[src/rtl/axi_lite_pkg.sv]
//------------------------------------------------------------------------------
// Module   : axi_lite_pkg
// Brief    : Shared AXI-Lite response codes and response type.
// Revision : 1.0 - initial release
//------------------------------------------------------------------------------
`default_nettype none

package axi_lite_pkg;

  typedef logic [1:0] axi_resp_t;

  localparam axi_resp_t AXI_RESP_OKAY   = 2'b00;
  localparam axi_resp_t AXI_RESP_SLVERR = 2'b10;

endpackage : axi_lite_pkg

`default_nettype wire

[src/rtl/axi_bram_responder_if.sv]
//------------------------------------------------------------------------------
// Module   : axi_bram_responder_if
// Brief    : AXI-Lite write/read channel bundle with initiator and target views.
// Revision : 1.0 - initial release
//------------------------------------------------------------------------------
`default_nettype none

interface axi_bram_responder_if
  import axi_lite_pkg::*;
#(
  parameter int AXI_ADDR_WIDTH = 8,
  parameter int AXI_DATA_WIDTH = 16
);

  logic [AXI_ADDR_WIDTH-1:0]   axi_awaddr;
  logic                        axi_awvalid;
  logic                        axi_awready;
  logic [AXI_DATA_WIDTH-1:0]   axi_wdata;
  logic [AXI_DATA_WIDTH/8-1:0] axi_wstrb;
  logic                        axi_wvalid;
  logic                        axi_wready;
  axi_resp_t                   axi_bresp;
  logic                        axi_bvalid;
  logic                        axi_bready;
  logic [AXI_ADDR_WIDTH-1:0]   axi_araddr;
  logic                        axi_arvalid;
  logic                        axi_arready;
  logic [AXI_DATA_WIDTH-1:0]   axi_rdata;
  axi_resp_t                   axi_rresp;
  logic                        axi_rvalid;
  logic                        axi_rready;

  modport master (
    output axi_awaddr, axi_awvalid, axi_wdata, axi_wstrb, axi_wvalid,
           axi_bready, axi_araddr, axi_arvalid, axi_rready,
    input  axi_awready, axi_wready, axi_bresp, axi_bvalid,
           axi_arready, axi_rdata, axi_rresp, axi_rvalid
  );

  modport slave (
    input  axi_awaddr, axi_awvalid, axi_wdata, axi_wstrb, axi_wvalid,
           axi_bready, axi_araddr, axi_arvalid, axi_rready,
    output axi_awready, axi_wready, axi_bresp, axi_bvalid,
           axi_arready, axi_rdata, axi_rresp, axi_rvalid
  );

endinterface : axi_bram_responder_if

`default_nettype wire

[src/rtl/bram_sdp.sv]
//------------------------------------------------------------------------------
// Module   : bram_sdp
// Brief    : Simple dual-port RAM, byte-enabled write port, registered read port.
// Revision : 1.0 - initial release
//------------------------------------------------------------------------------
`default_nettype none

module bram_sdp #(
  parameter int ADDR_WIDTH = 8,
  parameter int DATA_WIDTH = 16
) (
  input  wire logic                    clk,
  input  wire logic                    i_we,
  input  wire logic [ADDR_WIDTH-1:0]   i_waddr,
  input  wire logic [DATA_WIDTH-1:0]   i_wdata,
  input  wire logic [DATA_WIDTH/8-1:0] i_be,
  input  wire logic                    i_re,
  input  wire logic [ADDR_WIDTH-1:0]   i_raddr,
  output logic      [DATA_WIDTH-1:0]   o_rdata
);

  localparam int c_lanes = DATA_WIDTH / 8;
  localparam int c_depth = 1 << ADDR_WIDTH;

  logic [DATA_WIDTH-1:0] r_mem [0:c_depth-1];
  logic [DATA_WIDTH-1:0] r_rdata;

  // No reset on the array or read register so the tools map this onto block RAM;
  // a read colliding with a write returns the old word.
  always_ff @(posedge clk) begin
    if (i_we) begin
      for (int i = 0; i < c_lanes; i++) begin
        if (i_be[i]) begin
          r_mem[i_waddr][i*8 +: 8] <= i_wdata[i*8 +: 8];
        end
      end
    end
    if (i_re) begin
      r_rdata <= r_mem[i_raddr];
    end
  end

  assign o_rdata = r_rdata;

endmodule : bram_sdp

`default_nettype wire

[src/rtl/axi_bram_responder.sv]
//------------------------------------------------------------------------------
// Module   : axi_bram_responder
// Brief    : Zero-wait-state AXI-Lite target backed by block RAM, OKAY-only.
//            Define AXI_BRAM_WSTRB_EN to honour per-byte write strobes.
// Revision : 1.0 - initial release
//------------------------------------------------------------------------------
`default_nettype none

module axi_bram_responder
  import axi_lite_pkg::*;
#(
  parameter int AXI_ADDR_WIDTH = 8,
  parameter int AXI_DATA_WIDTH = 16
) (
  input wire logic            clk,
  input wire logic            reset,
  axi_bram_responder_if.slave axi
);

  localparam int c_strb_w = AXI_DATA_WIDTH / 8;

  logic                      r_aw_full;
  logic                      r_w_full;
  logic                      r_bvalid;
  logic [AXI_ADDR_WIDTH-1:0] r_aw_addr;
  logic [AXI_DATA_WIDTH-1:0] r_w_data;
  logic                      r_ar_busy;
  logic                      r_rvalid;
  logic [AXI_DATA_WIDTH-1:0] r_rdata;

  logic                      w_awready;
  logic                      w_wready;
  logic                      w_arready;
  logic                      w_aw_hs;
  logic                      w_w_hs;
  logic                      w_b_hs;
  logic                      w_ar_hs;
  logic                      w_r_hs;
  logic                      w_commit;
  logic [c_strb_w-1:0]       w_byte_en;
  logic [AXI_DATA_WIDTH-1:0] w_ram_q;

  assign w_awready = !reset && !r_aw_full && !r_bvalid;
  assign w_wready  = !reset && !r_w_full  && !r_bvalid;
  assign w_arready = !reset && !r_rvalid  && !r_ar_busy;

  assign w_aw_hs = axi.axi_awvalid && w_awready;
  assign w_w_hs  = axi.axi_wvalid  && w_wready;
  assign w_b_hs  = r_bvalid && axi.axi_bready;
  assign w_ar_hs = axi.axi_arvalid && w_arready;
  assign w_r_hs  = r_rvalid && axi.axi_rready;

  // Holding registers filled while reset is asserted must not reach the RAM.
  assign w_commit = r_aw_full && r_w_full && !reset;

  always_ff @(posedge clk) begin
    if (reset) begin
      r_aw_full <= 1'b0;
      r_w_full  <= 1'b0;
      r_bvalid  <= 1'b0;
    end else begin
      if (w_aw_hs) begin
        r_aw_full <= 1'b1;
      end
      if (w_w_hs) begin
        r_w_full <= 1'b1;
      end
      if (w_commit) begin
        r_aw_full <= 1'b0;
        r_w_full  <= 1'b0;
        r_bvalid  <= 1'b1;
      end else if (w_b_hs) begin
        r_bvalid <= 1'b0;
      end
    end
  end

  always_ff @(posedge clk) begin
    if (w_aw_hs) begin
      r_aw_addr <= axi.axi_awaddr;
    end
    if (w_w_hs) begin
      r_w_data <= axi.axi_wdata;
    end
  end

`ifdef AXI_BRAM_WSTRB_EN
  logic [c_strb_w-1:0] r_w_strb;

  always_ff @(posedge clk) begin
    if (w_w_hs) begin
      r_w_strb <= axi.axi_wstrb;
    end
  end

  assign w_byte_en = r_w_strb;
`else
  logic w_unused_wstrb;

  assign w_unused_wstrb = ^axi.axi_wstrb;
  assign w_byte_en      = '1;
`endif

  bram_sdp #(
    .ADDR_WIDTH (AXI_ADDR_WIDTH),
    .DATA_WIDTH (AXI_DATA_WIDTH)
  ) u_bram_sdp (
    .clk     (clk),
    .i_we    (w_commit),
    .i_waddr (r_aw_addr),
    .i_wdata (r_w_data),
    .i_be    (w_byte_en),
    .i_re    (w_ar_hs),
    .i_raddr (axi.axi_araddr),
    .o_rdata (w_ram_q)
  );

  // RAM output is valid the edge after AR; capture it so rdata stays put under back-pressure.
  always_ff @(posedge clk) begin
    if (reset) begin
      r_ar_busy <= 1'b0;
      r_rvalid  <= 1'b0;
      r_rdata   <= '0;
    end else begin
      if (w_ar_hs) begin
        r_ar_busy <= 1'b1;
      end
      if (r_ar_busy) begin
        r_ar_busy <= 1'b0;
        r_rvalid  <= 1'b1;
        r_rdata   <= w_ram_q;
      end else if (w_r_hs) begin
        r_rvalid <= 1'b0;
      end
    end
  end

  assign axi.axi_awready = w_awready;
  assign axi.axi_wready  = w_wready;
  assign axi.axi_bresp   = AXI_RESP_OKAY;
  assign axi.axi_bvalid  = r_bvalid;
  assign axi.axi_arready = w_arready;
  assign axi.axi_rdata   = r_rdata;
  assign axi.axi_rresp   = AXI_RESP_OKAY;
  assign axi.axi_rvalid  = r_rvalid;

endmodule : axi_bram_responder

`default_nettype wire

[src/flat_wrapper.sv]
// flat-port wrapper written by rule: the top's interface ports become plain ports
module axi_bram_responder_flat import axi_lite_pkg::*;
#(
  parameter int AXI_ADDR_WIDTH = 8,
  parameter int AXI_DATA_WIDTH = 16
)
  (clk, reset, axi_axi_awaddr, axi_axi_awvalid, axi_axi_wdata, axi_axi_wstrb, axi_axi_wvalid, axi_axi_bready, axi_axi_araddr, axi_axi_arvalid, axi_axi_rready, axi_axi_awready, axi_axi_wready, axi_axi_bresp, axi_axi_bvalid, axi_axi_arready, axi_axi_rdata, axi_axi_rresp, axi_axi_rvalid);
  axi_bram_responder_if #(.AXI_ADDR_WIDTH(AXI_ADDR_WIDTH), .AXI_DATA_WIDTH(AXI_DATA_WIDTH)) axi_i ();
  input wire logic clk;
  input wire logic reset;
  input wire logic [$bits(axi_i.axi_awaddr)-1:0] axi_axi_awaddr;
  input wire logic [$bits(axi_i.axi_awvalid)-1:0] axi_axi_awvalid;
  input wire logic [$bits(axi_i.axi_wdata)-1:0] axi_axi_wdata;
  input wire logic [$bits(axi_i.axi_wstrb)-1:0] axi_axi_wstrb;
  input wire logic [$bits(axi_i.axi_wvalid)-1:0] axi_axi_wvalid;
  input wire logic [$bits(axi_i.axi_bready)-1:0] axi_axi_bready;
  input wire logic [$bits(axi_i.axi_araddr)-1:0] axi_axi_araddr;
  input wire logic [$bits(axi_i.axi_arvalid)-1:0] axi_axi_arvalid;
  input wire logic [$bits(axi_i.axi_rready)-1:0] axi_axi_rready;
  output wire logic [$bits(axi_i.axi_awready)-1:0] axi_axi_awready;
  output wire logic [$bits(axi_i.axi_wready)-1:0] axi_axi_wready;
  output wire logic [$bits(axi_i.axi_bresp)-1:0] axi_axi_bresp;
  output wire logic [$bits(axi_i.axi_bvalid)-1:0] axi_axi_bvalid;
  output wire logic [$bits(axi_i.axi_arready)-1:0] axi_axi_arready;
  output wire logic [$bits(axi_i.axi_rdata)-1:0] axi_axi_rdata;
  output wire logic [$bits(axi_i.axi_rresp)-1:0] axi_axi_rresp;
  output wire logic [$bits(axi_i.axi_rvalid)-1:0] axi_axi_rvalid;
  assign axi_i.axi_awaddr = axi_axi_awaddr;
  assign axi_i.axi_awvalid = axi_axi_awvalid;
  assign axi_i.axi_wdata = axi_axi_wdata;
  assign axi_i.axi_wstrb = axi_axi_wstrb;
  assign axi_i.axi_wvalid = axi_axi_wvalid;
  assign axi_i.axi_bready = axi_axi_bready;
  assign axi_i.axi_araddr = axi_axi_araddr;
  assign axi_i.axi_arvalid = axi_axi_arvalid;
  assign axi_i.axi_rready = axi_axi_rready;
  assign axi_axi_awready = axi_i.axi_awready;
  assign axi_axi_wready = axi_i.axi_wready;
  assign axi_axi_bresp = axi_i.axi_bresp;
  assign axi_axi_bvalid = axi_i.axi_bvalid;
  assign axi_axi_arready = axi_i.axi_arready;
  assign axi_axi_rdata = axi_i.axi_rdata;
  assign axi_axi_rresp = axi_i.axi_rresp;
  assign axi_axi_rvalid = axi_i.axi_rvalid;
  axi_bram_responder #(.AXI_ADDR_WIDTH(AXI_ADDR_WIDTH), .AXI_DATA_WIDTH(AXI_DATA_WIDTH)) u_core (.clk(clk), .reset(reset), .axi(axi_i));
endmodule
[config.mk]
export PLATFORM = sky130hd
export DESIGN_NAME = axi_bram_responder_flat
export DESIGN_NICKNAME = d
export VERILOG_FILES = /design/src/rtl/axi_lite_pkg.sv /design/src/rtl/axi_bram_responder_if.sv /design/src/rtl/bram_sdp.sv /design/src/rtl/axi_bram_responder.sv /design/src/flat_wrapper.sv
export SDC_FILE = /design/constraint.sdc
export NUM_CORES = 2
export LEC_CHECK = 0
export CAP_MARGIN = 20
export CORE_MARGIN = 2
export CORE_UTILIZATION = 29
export DETAILED_ROUTE_END_ITERATION = 12
export HOLD_SLACK_MARGIN = 0.15
export SYNTH_ARGS = -nofsm -noshare
export SYNTH_HDL_FRONTEND = slang
export SYNTH_SLANG_ARGS = --single-unit
[constraint.sdc]
create_clock -name clk -period 5.7 [get_ports clk]
set_clock_uncertainty 0.1 [all_clocks]
set_input_delay 1.71 -clock clk [delete_from_list [all_inputs] [get_ports clk]]
set_output_delay 1.71 -clock clk [all_outputs]
set_load 0.01 [all_outputs]
Word level (Yosys, flattened, before mapping)

Memories as Yosys holds them, arrays and structs flattened. A register that Yosys moved wholly into a read port is not among the register bits.
Cells that the tools add are included.

Memories: 1
Bits in writable memories: 4096
Output and inout port bits: 25
Register bits after elaboration: 45
Logic and storage cells: 39

Memories:

| name                    | depth | bits a word | read ports | clocked after Yosys merged registers in | write ports | line           | text |
|---|---|---|---|---|---|---|---|
| u_core.u_bram_sdp.r_mem | 256   | 16          | 1          | 1                                       | 1           | bram_sdp.sv:25 | `logic [DATA_WIDTH-1:0] r_mem [0:c_depth-1];` |

Muxes and demuxes: 7
Reductions and logical operators: 23

Operator list:

| kind                | count |
|---|---|
| $logic_and A1 B1 Y1 | 13 |
| $mux W1             | 7 |
| $logic_not A1 Y1    | 6 |
| $reduce_bool A2 Y1  | 2 |
| $reduce_or A2 Y1    | 2 |

Logic depth before layout (Yosys ltp)

Depth in word-level cells: 5
Mapped depth: 13
Mapped depth without buffers: 7

Modules after synthesis

Synthesis repeated with hierarchy kept, for this count alone.

Cells, all modules: 7842
Area, all modules: 162472.1 um^2

Modules (own cells, without submodules):

| module             | sequential area each (um^2) | instances | cells each | area an instance (um^2) |
|---|---|---|---|---|
| bram_sdp           | 123478.4                    | 1         | 7737       | 160866.8 |
| axi_bram_responder | 1141.1                      | 1         | 105        | 1605.3 |

Worst setup path after synthesis

Ideal clock, no wire load.

Path type: register -> register
From: register u_core.r_w_data[0]
To: memory u_core.u_bram_sdp.r_mem[0][0], data pin
Slack: 1.554 ns
Cell stages (with the launch flop): 1
Arrival: 3.228 ns
Path buffers: 0
Required time: 4.783 ns
Clock period less this slack: 4.146 ns
Path through: edfxtp_1

RTL lines:

| element                  | line                     | text |
|---|---|---|
| start: declaration       | axi_bram_responder.sv:26 | `logic [AXI_DATA_WIDTH-1:0] r_w_data;` |
| start signal: assignment | axi_bram_responder.sv:83 | `r_w_data <= axi.axi_wdata;` |
| end: declaration         | bram_sdp.sv:25           |  |

No word-level cell before the write port.

Worst setup path after layout

From: input port reset
To: output port axi_axi_arready

Word-level cells in the longest chain between the ends: 3

RTL lines:

| element                          | line                     | text |
|---|---|---|
| start: declaration               | flat_wrapper.sv:10       | `input wire logic reset;` |
| $logic_not A1 Y1                 | axi_bram_responder.sv:45 | `assign w_arready = !reset && !r_rvalid && !r_ar_busy;` |
| $logic_and A1 B1 Y1 (2 in a row) | axi_bram_responder.sv:45 |  |
| end: declaration                 | flat_wrapper.sv:24       | `output wire logic [$bits(axi_i.axi_arready)-1:0] axi_axi_arready;` |

Every way passes these cells.

==> metrics <==
Reg-to-Reg Start=u_core.r_aw_addr[0]; Critical Path Source Type=input pin; post-route ant nets=0; WL final=430000 um; CTS Hold Bufs=0; cts repair resizes=0; hold path start=u_core.axi.axi_rdata[12]; largest net degree at the start of global routing=203; pre-CTS setup slack=0.0411 ns; Die Width=749 um; non-filler cells, final=15.7k; GR Overflow Total=0; Final min period=4.93 ns; layout cells sized above 1=0.271; DRC=0; Clock transition at path regs=0.06 ns; 1st-iter DRT viols=9838; Starting Density=0.291; PortBufs=59; Clock Latency Late Sink=0.99 ns; largest fanout on the critical path=18; peak supply drop=0.000249 V; unrepaired setup endpoints after global routing=no; crit path DAT=3.12 ns; Worst-Margin Slew=1.39 ns; I/O pin cnt=66; CTS tree=built; Core Util, Final=0.338; Synth Register Bits=4157; beginning of the critical path=reset; total track usage=0.148; Crit Path Class=in -> out; max-capacitance violation count=0; outcome=finished, final reports clean; Mapped Cells=7459; Num Clock Sinks=4157; placed inst area=174000 um^2; HPWL Detailed=257000 um; initial antenna violation count=37; post-synthesis sequential area ratio=0.774; post-detailed-route wirelength per cell=27.3 um; Die ar.=561000 um^2; main flop type after synthesis=edfxtp_1; setup violators final=0; CP required=3.89 ns; final worst slack=0.767 ns; Pre-antenna DRT Iters=6; CTS Root Cell=clkbuf_16; Core ar.=553000 um^2; first-pass GRT wire length=600000 um; CTS Buf Count=398; Yosys cell types=66; Design Area, Final=187000 um^2; fin crit share=0.865; vias per inst=5.08; Worst setup EP type=output port; Routability Congestion=0.830; Avg Cell Area, Syn=21.6 um^2; async set-reset flop share out of synthesis=0; H-tree depth=5; Ys Warns=0; PD cells=339 nW/um^2; Setup Buffers After CTS=0; Post-synth EDFFs=4136; Setup TNS=0 ns; Final Hold Vio Count=0; Max Freq=203 MHz; # rows=273; placed insts=15.0k; Hold Crit Class=reg -> reg; P_leak=0.0580 uW; Slew HR=0.0759; die height=749 um; Netlist Area Pre-Place=161000 um^2; vias in the first global route=79.9k; vias=79.9k; Max Transition Viols Final=0; maximum clock path buffer count=4; Nets=8149; Layout area overhead=16.1%
-- cell usage in the layout, fill, tap and decap left out, types with 43 or more instances in the layout --
master / count
clkinv_2: 62
buf_12: 62
o22ai_1: 109
a22oi_1: 77
nor3_1: 84
o221ai_1: 60
mux4_2: 951
clkbuf_1: 80
clkdlybuf4s50_1: 53
a31oi_1: 43
clkbuf_16: 402
a211oi_1: 49
bufinv_16: 50
clkinv_1: 86
a21oi_1: 49
buf_4: 581
nand3_1: 74
mux2i_1: 304
nand2_1: 246
edfxtp_1: 4136
mux2_2: 71
nor2_1: 401
-- logic make-up after synthesis --
logic type,synth area share
AO/OA/AOI/OAI,0.0261
buffers and inverters,0.0173
flip-flops,0.774
multiplexers,0.157
other,0.0000233
AND/OR/NAND/NOR,0.0252
-- state kept, by name, summed over array words and instances (netlist names), 8 cells and up --
signal and cells:
u_core.u_bram_sdp.r_mem 4096, u_core.r_aw_addr 8, u_core.axi.axi_rdata 16, u_core.r_w_data 16, u_core.u_bram_sdp.o_rdata 16
-- area by class of cell --
class,count,area [um^2]
Inverter,6,37.5
Antenna cell,14,35.0
Sequential cell,4157,125000
Clock inverter,249,2800
Fill cell,51100,366000
Multi-Input combinational cell,2842,33700
Clock buffer,482,10400
Timing Repair Buffer,703,6260
Tap cell,7287,9120
-- power breakdown --
group	internal (uW)	switching, uW
Clock	15300	11500
Sequential	33500	54.2
Combinational	1110	1910
-- cell usage after synthesis (all sizes together), types with 3 or more instances --
master / count / area, um^2
o221ai: 61 / 541
nor4: 8 / 56.3
a2111oi: 15 / 131
o2bb2ai: 14 / 123
nor3: 84 / 420
inv: 6 / 22.5
mux2i: 304 / 3040
mux2: 71 / 800
buf: 263 / 2040
o22a: 5 / 43.8
nor2: 424 / 1590
nand2b: 4 / 25.0
nand4bb: 8 / 90.1
nor2b: 13 / 81.3
nand4: 25 / 156
o311ai: 5 / 43.8
o21ai: 31 / 155
a211oi: 49 / 368
clkbuf: 194 / 728
a221oi: 37 / 330
dfxtp: 21 / 420
a21oi: 49 / 245
and2: 6 / 37.5
nand3b: 8 / 60.1
nand3: 83 / 415
a22oi: 77 / 578
a22o: 42 / 368
o311a: 12 / 120
nand2: 246 / 923
edfxtp: 4136 / 124000
a211o: 3 / 26.3
o31ai: 7 / 52.6
mux4: 951 / 21400
and3: 5 / 31.3
a31oi: 43 / 269
or4: 6 / 45.0
o22ai: 109 / 682
or3: 9 / 56.3
-- routing by layer --
metal	GRT usage	part of all wire	routed length, um
met3	0.0323	0.091	39100
met1	0.198	0.40	172000
met4	0.0437	0.031	13400
met5	0	0.00020	88
met2	0.241	0.48	205000
-- stage by stage --
stage,hold WS [ns],power [uW]
6_report,0.411,63400
5_1_grt,0.441,65000
4_1_cts,0.415,63800
3_5_place_dp,0.401,37300
3_3_place_gp,0.388,37200
2_1_floorplan,0.357,36100
-- path summary, 6_finish.rpt --
check / endpoint / slack (ns) / cells after the start
min reg2reg: u_core.axi.axi_rdata[12] / 0.41 / 2
min: u_core.axi.axi_rdata[12] / 0.41 / 2
max reg2reg: u_core.u_bram_sdp.r_mem[201][14] / 1.80 / 5
max: axi_axi_arready / 0.77 / 4
-- critical path, cell delays in order --
cell and delay [ns]:
buf_2 0.43, buf_4 0.34, nor3_1 0.10, clkdlybuf4s50_1 0.53
(Power assumes the default switching activity.)
